<file path="config.mk">
export PLATFORM = sky130hd
export DESIGN_NAME = pot_line_emulator
export DESIGN_NICKNAME = d
export VERILOG_FILES = /design/src/rtl/pot_line_emulator.sv
export SDC_FILE = /design/constraint.sdc
export NUM_CORES = 1
export LEC_CHECK = 0
export BUFFER_PORTS_ARGS = -buffer_cell sky130_fd_sc_hd__buf_2
export CORE_ASPECT_RATIO = 1.5
export CORE_MARGIN = 4
export CORE_UTILIZATION = 51
export DETAILED_ROUTE_END_ITERATION = 12
export PLACE_DENSITY = 0.78
export SYNTH_ARGS = -nofsm -noshare
export SYNTH_HDL_FRONTEND = slang
export SYNTH_SLANG_ARGS = --single-unit
</file>
<file path="constraint.sdc">
create_clock -name clk_sys -period 3.3 [get_ports clk_sys]
set_input_delay 0.66 -clock clk_sys [delete_from_list [all_inputs] [get_ports clk_sys]]
set_output_delay 0.66 -clock clk_sys [all_outputs]
set_load 0.05 [all_outputs]
</file>
<file path="src/rtl/pot_line_emulator.sv">
// Paddle/potentiometer emulation for line-counting video chips.
// Each channel loads a line count at the start of every frame. The count then
// runs down on horizontal sync, and pot_out flags the line where it reaches zero.
module pot_line_emulator #(
   parameter int unsigned NUM_CH       = 2,
   parameter int unsigned POS_W        = 8,
   parameter int unsigned SPEED_W      = 4,
   parameter int unsigned CENTER       = 128,
   parameter int unsigned ACCEL_FRAMES = 8
) (
   input  logic                      clk_sys,
   input  logic                      reset,
   input  logic                      hs,
   input  logic                      vs,
   input  logic [2*NUM_CH-1:0]       mode,
   input  logic [NUM_CH-1:0]         invert,
   input  logic [SPEED_W*NUM_CH-1:0] speed,
   input  logic [NUM_CH-1:0]         btn_up,
   input  logic [NUM_CH-1:0]         btn_down,
   input  logic [16*NUM_CH-1:0]      analog,
   input  logic [8*NUM_CH-1:0]       paddle,
   output logic [NUM_CH-1:0]         pot_out,
   output logic [POS_W*NUM_CH-1:0]   pos
);

   localparam int unsigned HOLD_W = $clog2(ACCEL_FRAMES + 1);
   localparam int unsigned EXT_W  = POS_W + 1;
   localparam logic [EXT_W-1:0] MAX_EXT = {1'b0, {POS_W{1'b1}}};

   typedef enum logic [1:0] {
      SRC_DIG = 2'b00,
      SRC_Y   = 2'b01,
      SRC_X   = 2'b10,
      SRC_PAD = 2'b11
   } src_e;

   logic vs_d, hs_d;
   logic vs_rise, hs_rise;

   assign vs_rise = vs & ~vs_d;
   assign hs_rise = hs & ~hs_d;

   // Sync edge detectors shared by all channels
   always_ff @(posedge clk_sys) begin
      if (reset) begin
         vs_d <= 1'b0;
         hs_d <= 1'b0;
      end else begin
         vs_d <= vs;
         hs_d <= hs;
      end
   end

   for (genvar g = 0; g < NUM_CH; g++) begin : g_ch
      src_e               mode_g;
      logic [7:0]         a_y, a_x, pad;
      logic [SPEED_W-1:0] spd;
      logic [POS_W-1:0]   cnt_q, cnt_n, pos_q, pos_n, src;
      logic [HOLD_W-1:0]  hold_q, hold_n;
      logic               dir_q, dir_n;
      logic               up_only, dn_only, rev, accel;
      logic [EXT_W-1:0]   step, pos_ext, sum_dn;

      assign mode_g = src_e'(mode[2*g +: 2]);
      assign a_y    = analog[16*g+8 +: 8];
      assign a_x    = analog[16*g +: 8];
      assign pad    = paddle[8*g +: 8];
      assign spd    = speed[SPEED_W*g +: SPEED_W];

      // Frame-start source value; signed stick axes are offset to unsigned
      always_comb begin
         src = pos_q;
         case (mode_g)
            SRC_Y:   src = POS_W'({~a_y[7], a_y[6:0]}) << (POS_W - 8);
            SRC_X:   src = POS_W'({~a_x[7], a_x[6:0]}) << (POS_W - 8);
            SRC_PAD: src = POS_W'(pad) << (POS_W - 8);
            default: src = pos_q;
         endcase
      end

      // Next count, position and acceleration state; a reversal restarts acceleration
      always_comb begin
         cnt_n   = cnt_q;
         pos_n   = pos_q;
         hold_n  = hold_q;
         dir_n   = dir_q;
         up_only = btn_up[g] & ~btn_down[g];
         dn_only = btn_down[g] & ~btn_up[g];
         rev     = (up_only | dn_only) && (hold_q != '0) && (dn_only != dir_q);
         accel   = !rev && (hold_q >= HOLD_W'(ACCEL_FRAMES));
         step    = accel ? EXT_W'({spd, 1'b0}) : EXT_W'(spd);
         pos_ext = {1'b0, pos_q};
         sum_dn  = pos_ext + step;
         if (vs_rise) begin
            cnt_n = src ^ {POS_W{invert[g]}};
            if (mode_g == SRC_DIG) begin
               if (up_only) begin
                  pos_n = (pos_ext < step) ? '0 : POS_W'(pos_ext - step);
               end else if (dn_only) begin
                  pos_n = (sum_dn > MAX_EXT) ? '1 : POS_W'(sum_dn);
               end
               if (up_only | dn_only) begin
                  dir_n  = dn_only;
                  if (rev) begin
                     hold_n = HOLD_W'(1);
                  end else if (hold_q >= HOLD_W'(ACCEL_FRAMES)) begin
                     hold_n = HOLD_W'(ACCEL_FRAMES);
                  end else begin
                     hold_n = hold_q + HOLD_W'(1);
                  end
               end else begin
                  hold_n = '0;
               end
            end
         end else if (hs_rise && (cnt_q != '0)) begin
            cnt_n = cnt_q - POS_W'(1);
         end
      end

      // Channel state registers
      always_ff @(posedge clk_sys) begin
         if (reset) begin
            cnt_q  <= '0;
            pos_q  <= POS_W'(CENTER);
            hold_q <= '0;
            dir_q  <= 1'b0;
         end else begin
            cnt_q  <= cnt_n;
            pos_q  <= pos_n;
            hold_q <= hold_n;
            dir_q  <= dir_n;
         end
      end

      assign pot_out[g]           = (cnt_q == '0);
      assign pos[POS_W*g +: POS_W] = pos_q;
   end

endmodule

</file>
==> reports/results.txt, run 1 <==
CTS Root Cell - clkbuf_16
first-pass GRT wire length - 19.8 mm
met2 usage - 0.449
vias in the first global route - 4488
I/O pin count - 88
post-synth top area cell - dfxtp_1
Design Area, Final - 0.00526 mm²
Die X-Extent - 82.9 µm
Max Cap Viol - 0
worst setup margin - 104 ps
Final Hold Viols - 0
most frequent cells after synthesis - inv_1 (51), dfxtp_1 (44), nor2_1 (42), ha_1 (34), a21oi_1 (29)
CTS sink count - 44
Netlist cell types - 74
status - completed
clock slew seen by the registers of the worst setup and hold paths - 60 ps
FMAX - 0.313 GHz
post-route insts no fill - 716
Peak VDD IR - 0.240 mV
Seq cells post-synth - 44
row cnt - 40
sw power - 0.000552 W
skew final - 8.80 ps
PwrDens - 330 mW/mm²
Leakage - 2.33 nW
Least-Margin Pin Slew - 793 ps
Hold-fix buffers, CTS - 0
Area after DPL - 0.00495 mm²
Worst slew margin - 0.471
Slew Limit Fails - 0
# fillers - 701
synthesized area - 0.00429 mm²
fraction of layout cells with a size suffix above 1 - 0.284
largest net degree at the start of global routing - 36
Pre-Repair DR Iteration Count - 6
maximum root-to-sink buffer count - 2
CP arrival - 3390 ps
die footprint - 0.00997 mm²
# setup viols final - 0
period utilization - 0.969
initial antenna violation count - 1
drt total wl - 12.4 mm
met1 Usage GRT - 0.247
startpoint types - input pin
GR peak layer - met2
post-layout minimum cycle time - 3200 ps
post-DP HPWL - 9.39 mm
pre-CTS setup slack - -347 ps
number of H-tree levels - 2
critical path peak fanout - 4
CP required - 3490 ps
NumNets Final - 717
Clock Power Share - 0.347
Final ANT Viol Nets - 0
Yosys top cell area share - 0.205
post-synthesis async set-or-reset flop share - 0
Routed WL per cell - 17.3 µm
RePlAce Congestion - 0.899
most numerous cell in the Yosys netlist - inv_1
footprint of the multi-input gates - 0.00319 mm²
Worst Hold Class - flop to flop
Flop pwr share - 0.349
ys flop type - dfxtp_1
Vias - 4326
dpl cells - 704
DR DRC count - 0
TritonCTS clock tree - built
number of synthesized flops with an enable pin - 0
Placeable Area - 0.00811 mm²
GRT Util Overall - 0.237
Yosys warnings - 0
hold slack - 494 ps
Port Buffers - 87
Worst Setup Path Type - input pin to flop
Area Growth Syn to Fin - 22.6%
post-synthesis average cell area - 8.38 µm²
aggregate global routing overflow - 0
register area - 881 µm²
routed vias/inst - 6.04
Net Sw Frac - 0.318
met3 GRT Util - 0.0443
P_int - 0.00118 W
Mapped Cells - 512
synth top area cells - dfxtp_1 (21%), ha_1 (9.9%), mux4_2 (5.2%)
Num CTS Buffers - 5
Mapped Nets - 620
clk_lat worst skew - 300 ps
Die H - 120 µm
register area share after synthesis - 0.205
Gate power share - 0.304
crit end category - flop
Initial Util - 0.529
initial detailed-routing violation count - 255
repair_timing:
| item | 4_1_cts | 5_1_grt |
|---|---|---|
| buffers inserted | 0 | 3 |
| pin swaps | 0 | 3 |
| endpoints found under the setup margin | 2 | 15 |
| gates cloned | 0 | 0 |
| resized for setup | 1 | 21 |
power by group through the flow:
stage | logic [W] | clock network, W | registers (W)
final | 0.000527 | 0.000603 | 0.000607
after global routing | 0.000581 | 0.000624 | 0.000612
after CTS | 0.000506 | 0.000610 | 0.000605
after detailed placement | 0.000502 | 0 | 0.000617
after global placement | 0.000488 | 0 | 0.000615
after floorplan | 0.000345 | 0 | 0.000622
routing by layer:
metal,vias up,wire length (µm)
li1,2070,-
met1,2064,4600
met2,152,6630
met3,40,716
met4,0,411
met5,-,0
worst paths after layout:
check,cells after the start,startpoint,slack (ps),to
max,14,btn_up[1],100,g_ch[1].pos_q[5]
min,2,g_ch[0].dir_q,490,g_ch[0].dir_q
max reg2reg,11,g_ch[1].dir_q,440,g_ch[1].pos_q[5]
min reg2reg,2,g_ch[0].dir_q,490,g_ch[0].dir_q
layout by cell type (no fill, tap or decap), types with 4 or more instances in the layout:
cell type   n
a211oi_1   10
a21o_1      5
a21oi_1    28
a22oi_1     6
a311oi_1    6
a31oi_1     7
a41oi_1     5
and2_1      4
buf_2      87
buf_4      34
clkbuf_16   5
dfxtp_1    44
fa_1        4
ha_1       31
inv_1      51
mux2_2      5
mux4_1      6
mux4_2     10
nand2_1    22
nand2b_1   12
nand3_1     9
nand3b_1    6
nor2_1     42
nor2b_1     7
nor3_1     15
nor4_1      4
o2111ai_1   5
o211ai_1    4
o21ai_0    21
o21bai_1    4
or3_1       4
xnor2_1    11
xor2_1     21
state kept, by name (all words and copies together) (netlist names):
| register | flops |
|---|---|
| g_ch.cnt_q | 16 |
| g_ch.dir_q | 2 |
| g_ch.hold_q | 8 |
| g_ch.pos_q | 16 |
| hs_d | 1 |
| vs_d | 1 |
worst max-delay path, stage by stage:
cell and delay [ps]:
buf_2 100, inv_1 60, ha_2 200, xor2_2 210, nand2_2 120, nand2_4 110, mux2_2 350, ha_1 290
o21ba_2 210, o311ai_1 260, buf_4 170, a21oi_1 100, a221o_1 330, a222oi_1 220
cells by family after synthesis:
family | synth area share
buffers and inverters | 0.0784
DFF | 0.205
adders and majority gates | 0.118
xor gates and xnor gates | 0.0694
muxes | 0.107
AOI/OAI and AO/OA | 0.236
and+or+nand+nor | 0.186
through the flow:
stage	power (W)	TNS [ps]	utilization
after floorplan	0.000967	0	-
after global placement	0.00110	-1440	0.611
after detailed placement	0.00112	-3400	0.611
after CTS	0.00172	0	0.633
after global routing	0.00182	-111	0.649
final	0.00174	0	0.649
final cells by class:
type,count,area share
well taps,105,0.0250
inverters,51,0.0364
clock inverters,2,0.00737
diodes,1,0.000476
multi-input cells,386,0.606
clock buffers,6,0.0264
repair buffers,121,0.131
flip-flops and latches,44,0.167
(Power assumes the default switching activity.)
==> run 2: changes to the inputs <==
- BUFFER_PORTS_ARGS: -buffer_cell sky130_fd_sc_hd__buf_2 -> -buffer_cell sky130_fd_sc_hd__buf_4
- CTS_CLUSTER_DIAMETER: not set -> 30
==> reports/results.txt, run 2 (synthesized netlist as in run 1, its figures left out) <==
critical path peak fanout - 6 (+2)
initial detailed-routing violation count - 157 (-38%)
sw power - 0.000549 W (-0.51%)
initial antenna violation count - 0 (-1)
drt total wl - 12.7 mm (+2.5%)
setup tns final - 0 ps (unchanged)
post-DP HPWL - 9.52 mm (+1.4%)
dpl cells - 707 (+0.43%)
Pre-Repair DR Iteration Count - 6 (unchanged)
Peak VDD IR - 0.244 mV (+1.6%)
post-layout minimum cycle time - 3300 ps (+101 ps)
DR DRC count - 0 (unchanged)
Worst slew margin - 0.502 (+0.0304)
PwrDens - 321 mW/mm² (-2.7%)
Placeable Area - 0.00811 mm² (unchanged)
Net Sw Frac - 0.312 (-0.00628)
row cnt - 40 (unchanged)
Clock Power Share - 0.340 (-0.007)
ANT cells - 0 (-1)
Critical R2R Launch - g_ch[0].dir_q
# fillers - 656 (-6.4%)
I/O pin count - 88 (unchanged)
skew final - 2.90 ps (-5.90 ps)
status - completed
worst setup margin - 2.54 ps (-101 ps)
TritonCTS clock tree - built
R2R setup slack - 360 ps (-80 ps)
Flop pwr share - 0.345 (-0.004)
min-delay src - g_ch[0].dir_q
crit end category - flop
worst r2r path cells - 13 (+2)
NumNets Final - 721 (+0.56%)
RePlAce Congestion - 0.885 (-1.6%)
Design Area, Final - 0.00549 mm² (+4.3%)
Routed WL per cell - 17.6 µm (+2.1%)
Vias - 4375 (+1.1%)
routed vias/inst - 6.08 (+0.71%)
FF-to-FF End - g_ch[0].pos_q[5]
Die X-Extent - 82.9 µm (unchanged)
period utilization - 0.999 (+0.0307)
commonest non-fill, non-tap cell in the layout - buf_4
CP required - 3460 ps (-30 ps)
Slew Limit Fails - 0 (unchanged)
CTS sink count - 44 (unchanged)
Gate power share - 0.316 (+0.012)
post-route insts no fill - 719 (+0.42%)
CTS Root Cell - clkbuf_16
Area after DPL - 0.00519 mm² (+4.8%)
Initial Util - 0.529 (unchanged)
footprint of the multi-input gates - 0.00317 mm² (-0.55%)
Worst Hold Class - flop to flop
register area - 881 µm² (unchanged)
number of H-tree levels - 2 (unchanged)
GRT Util Overall - 0.243 (+0.00613)
Final ANT Viol Nets - 0 (unchanged)
total power - 0.00176 W (+1.5%)
Final Hold Viols - 0 (unchanged)
pre-CTS setup slack - -324 ps (+23.2 ps)
P_int - 0.00121 W (+2.4%)
fraction of layout cells with a size suffix above 1 - 0.287 (+0.00304)
largest net degree at the start of global routing - 36 (unchanged)
Max Cap Viol - 0 (unchanged)
Worst Setup Path Type - input pin to flop
clock slew seen by the registers of the worst setup and hold paths - 60 ps (about the same)
Top Registers - g_ch.cnt_q x16, g_ch.pos_q x16, g_ch.hold_q x8
vias in the first global route - 4336 (-3.4%)
die footprint - 0.00997 mm² (unchanged)
Hold-fix buffers, CTS - 0 (unchanged)
aggregate global routing overflow - 0 (unchanged)
maximum root-to-sink buffer count - 2 (unchanged)
first-pass GRT wire length - 20.2 mm (+2.3%)
WHS Path Cells - 2 (unchanged)
Port Buffers - 87 (unchanged)
clk_lat worst skew - 290 ps (about the same)
CP arrival - 3460 ps (+70 ps)
Least-Margin Pin Slew - 747 ps (-45.5 ps)
Leakage - 2.40 nW (+3.1%)
commonest cells after routing, fill and taps aside - buf_4 (125), inv_1 (51), dfxtp_1 (44)
startpoint types - input pin
Die H - 120 µm (unchanged)
Hold Path Sink - g_ch[0].dir_q
Num CTS Buffers - 5 (unchanged)
FMAX - 0.303 GHz (-3.1%)
# setup viols final - 0 (unchanged)
Area Growth Syn to Fin - 27.9%
[run 2: cell count changes in the layout (fill, tap and decap cells not counted), sizes merged]
cell | before | now
buf | 121 | 125
diode | 1 | 0
[run 2: what timing repair did]
action / 4_1_cts / 5_1_grt
hold endpoints to repair: 0 / 0
pin swaps: 0 / 7
endpoints found under the setup margin: 3 / 14
setup buffers: 0 / 4
resized for setup: 3 / 18
[run 2: power by group through the flow]
stage                     clock [W]  combinational [W]  sequential (W)
after floorplan                   0           0.000345        0.000622
after global placement            0           0.000519        0.000615
after detailed placement          0           0.000533        0.000617
after CTS                  0.000601           0.000542        0.000606
after global routing       0.000624           0.000608        0.000613
final                      0.000599           0.000557        0.000607
[run 2: layout make-up]
| cell class | count | share of cell area |
|---|---|---|
| multi-input cells | 386 | 0.577 |
| inverters | 51 | 0.0349 |
| repair buffers | 125 | 0.171 |
| clock buffers | 6 | 0.0253 |
| clock inverters | 2 | 0.00707 |
| flip-flops and latches | 44 | 0.161 |
| well taps | 105 | 0.0239 |
[run 2: how the worst max path moves through the flow]
stage	to	slack, ps	start	cells past startpoint
global placement	g_ch[1].pos_q[5]	-220	btn_up[1]	14
finish	g_ch[0].pos_q[5]	3	btn_up[0]	16
detailed placement	g_ch[1].pos_q[4]	-320	btn_up[1]	15
floorplan	g_ch[1].pos_q[5]	2	btn_up[1]	12
CTS	g_ch[1].pos_q[5]	60	btn_up[1]	14
global route	g_ch[0].pos_q[5]	-170	btn_up[0]	16
[run 2: per-layer routing]
metal  vias to the layer above  part of all wire  GRT usage
li1                       2084                 -          -
met5                         -                 0          0
met4                         0             0.022     0.0787
met2                       173              0.54      0.467
met3                        31             0.058     0.0361
met1                      2087              0.38      0.271
[run 2: per-stage QoR]
stage                     hold WS, ps  utilization
final                             485        0.677
after floorplan                   448            -
after global routing              536        0.677
after global placement            455        0.641
after detailed placement          466        0.641
after CTS                         475        0.665
[run 2: worst max-delay path, stage by stage]
cell      delay [ps]
buf_4            110
inv_1             50
ha_2             180
xor2_1           180
nand2_1          120
buf_4            150
buf_4            120
a21oi_1          190
a21o_1           130
ha_1             300
a211oi_1         400
a221oi_2         120
buf_4            180
a31oi_1          310
and2_1           180
o32ai_1           70
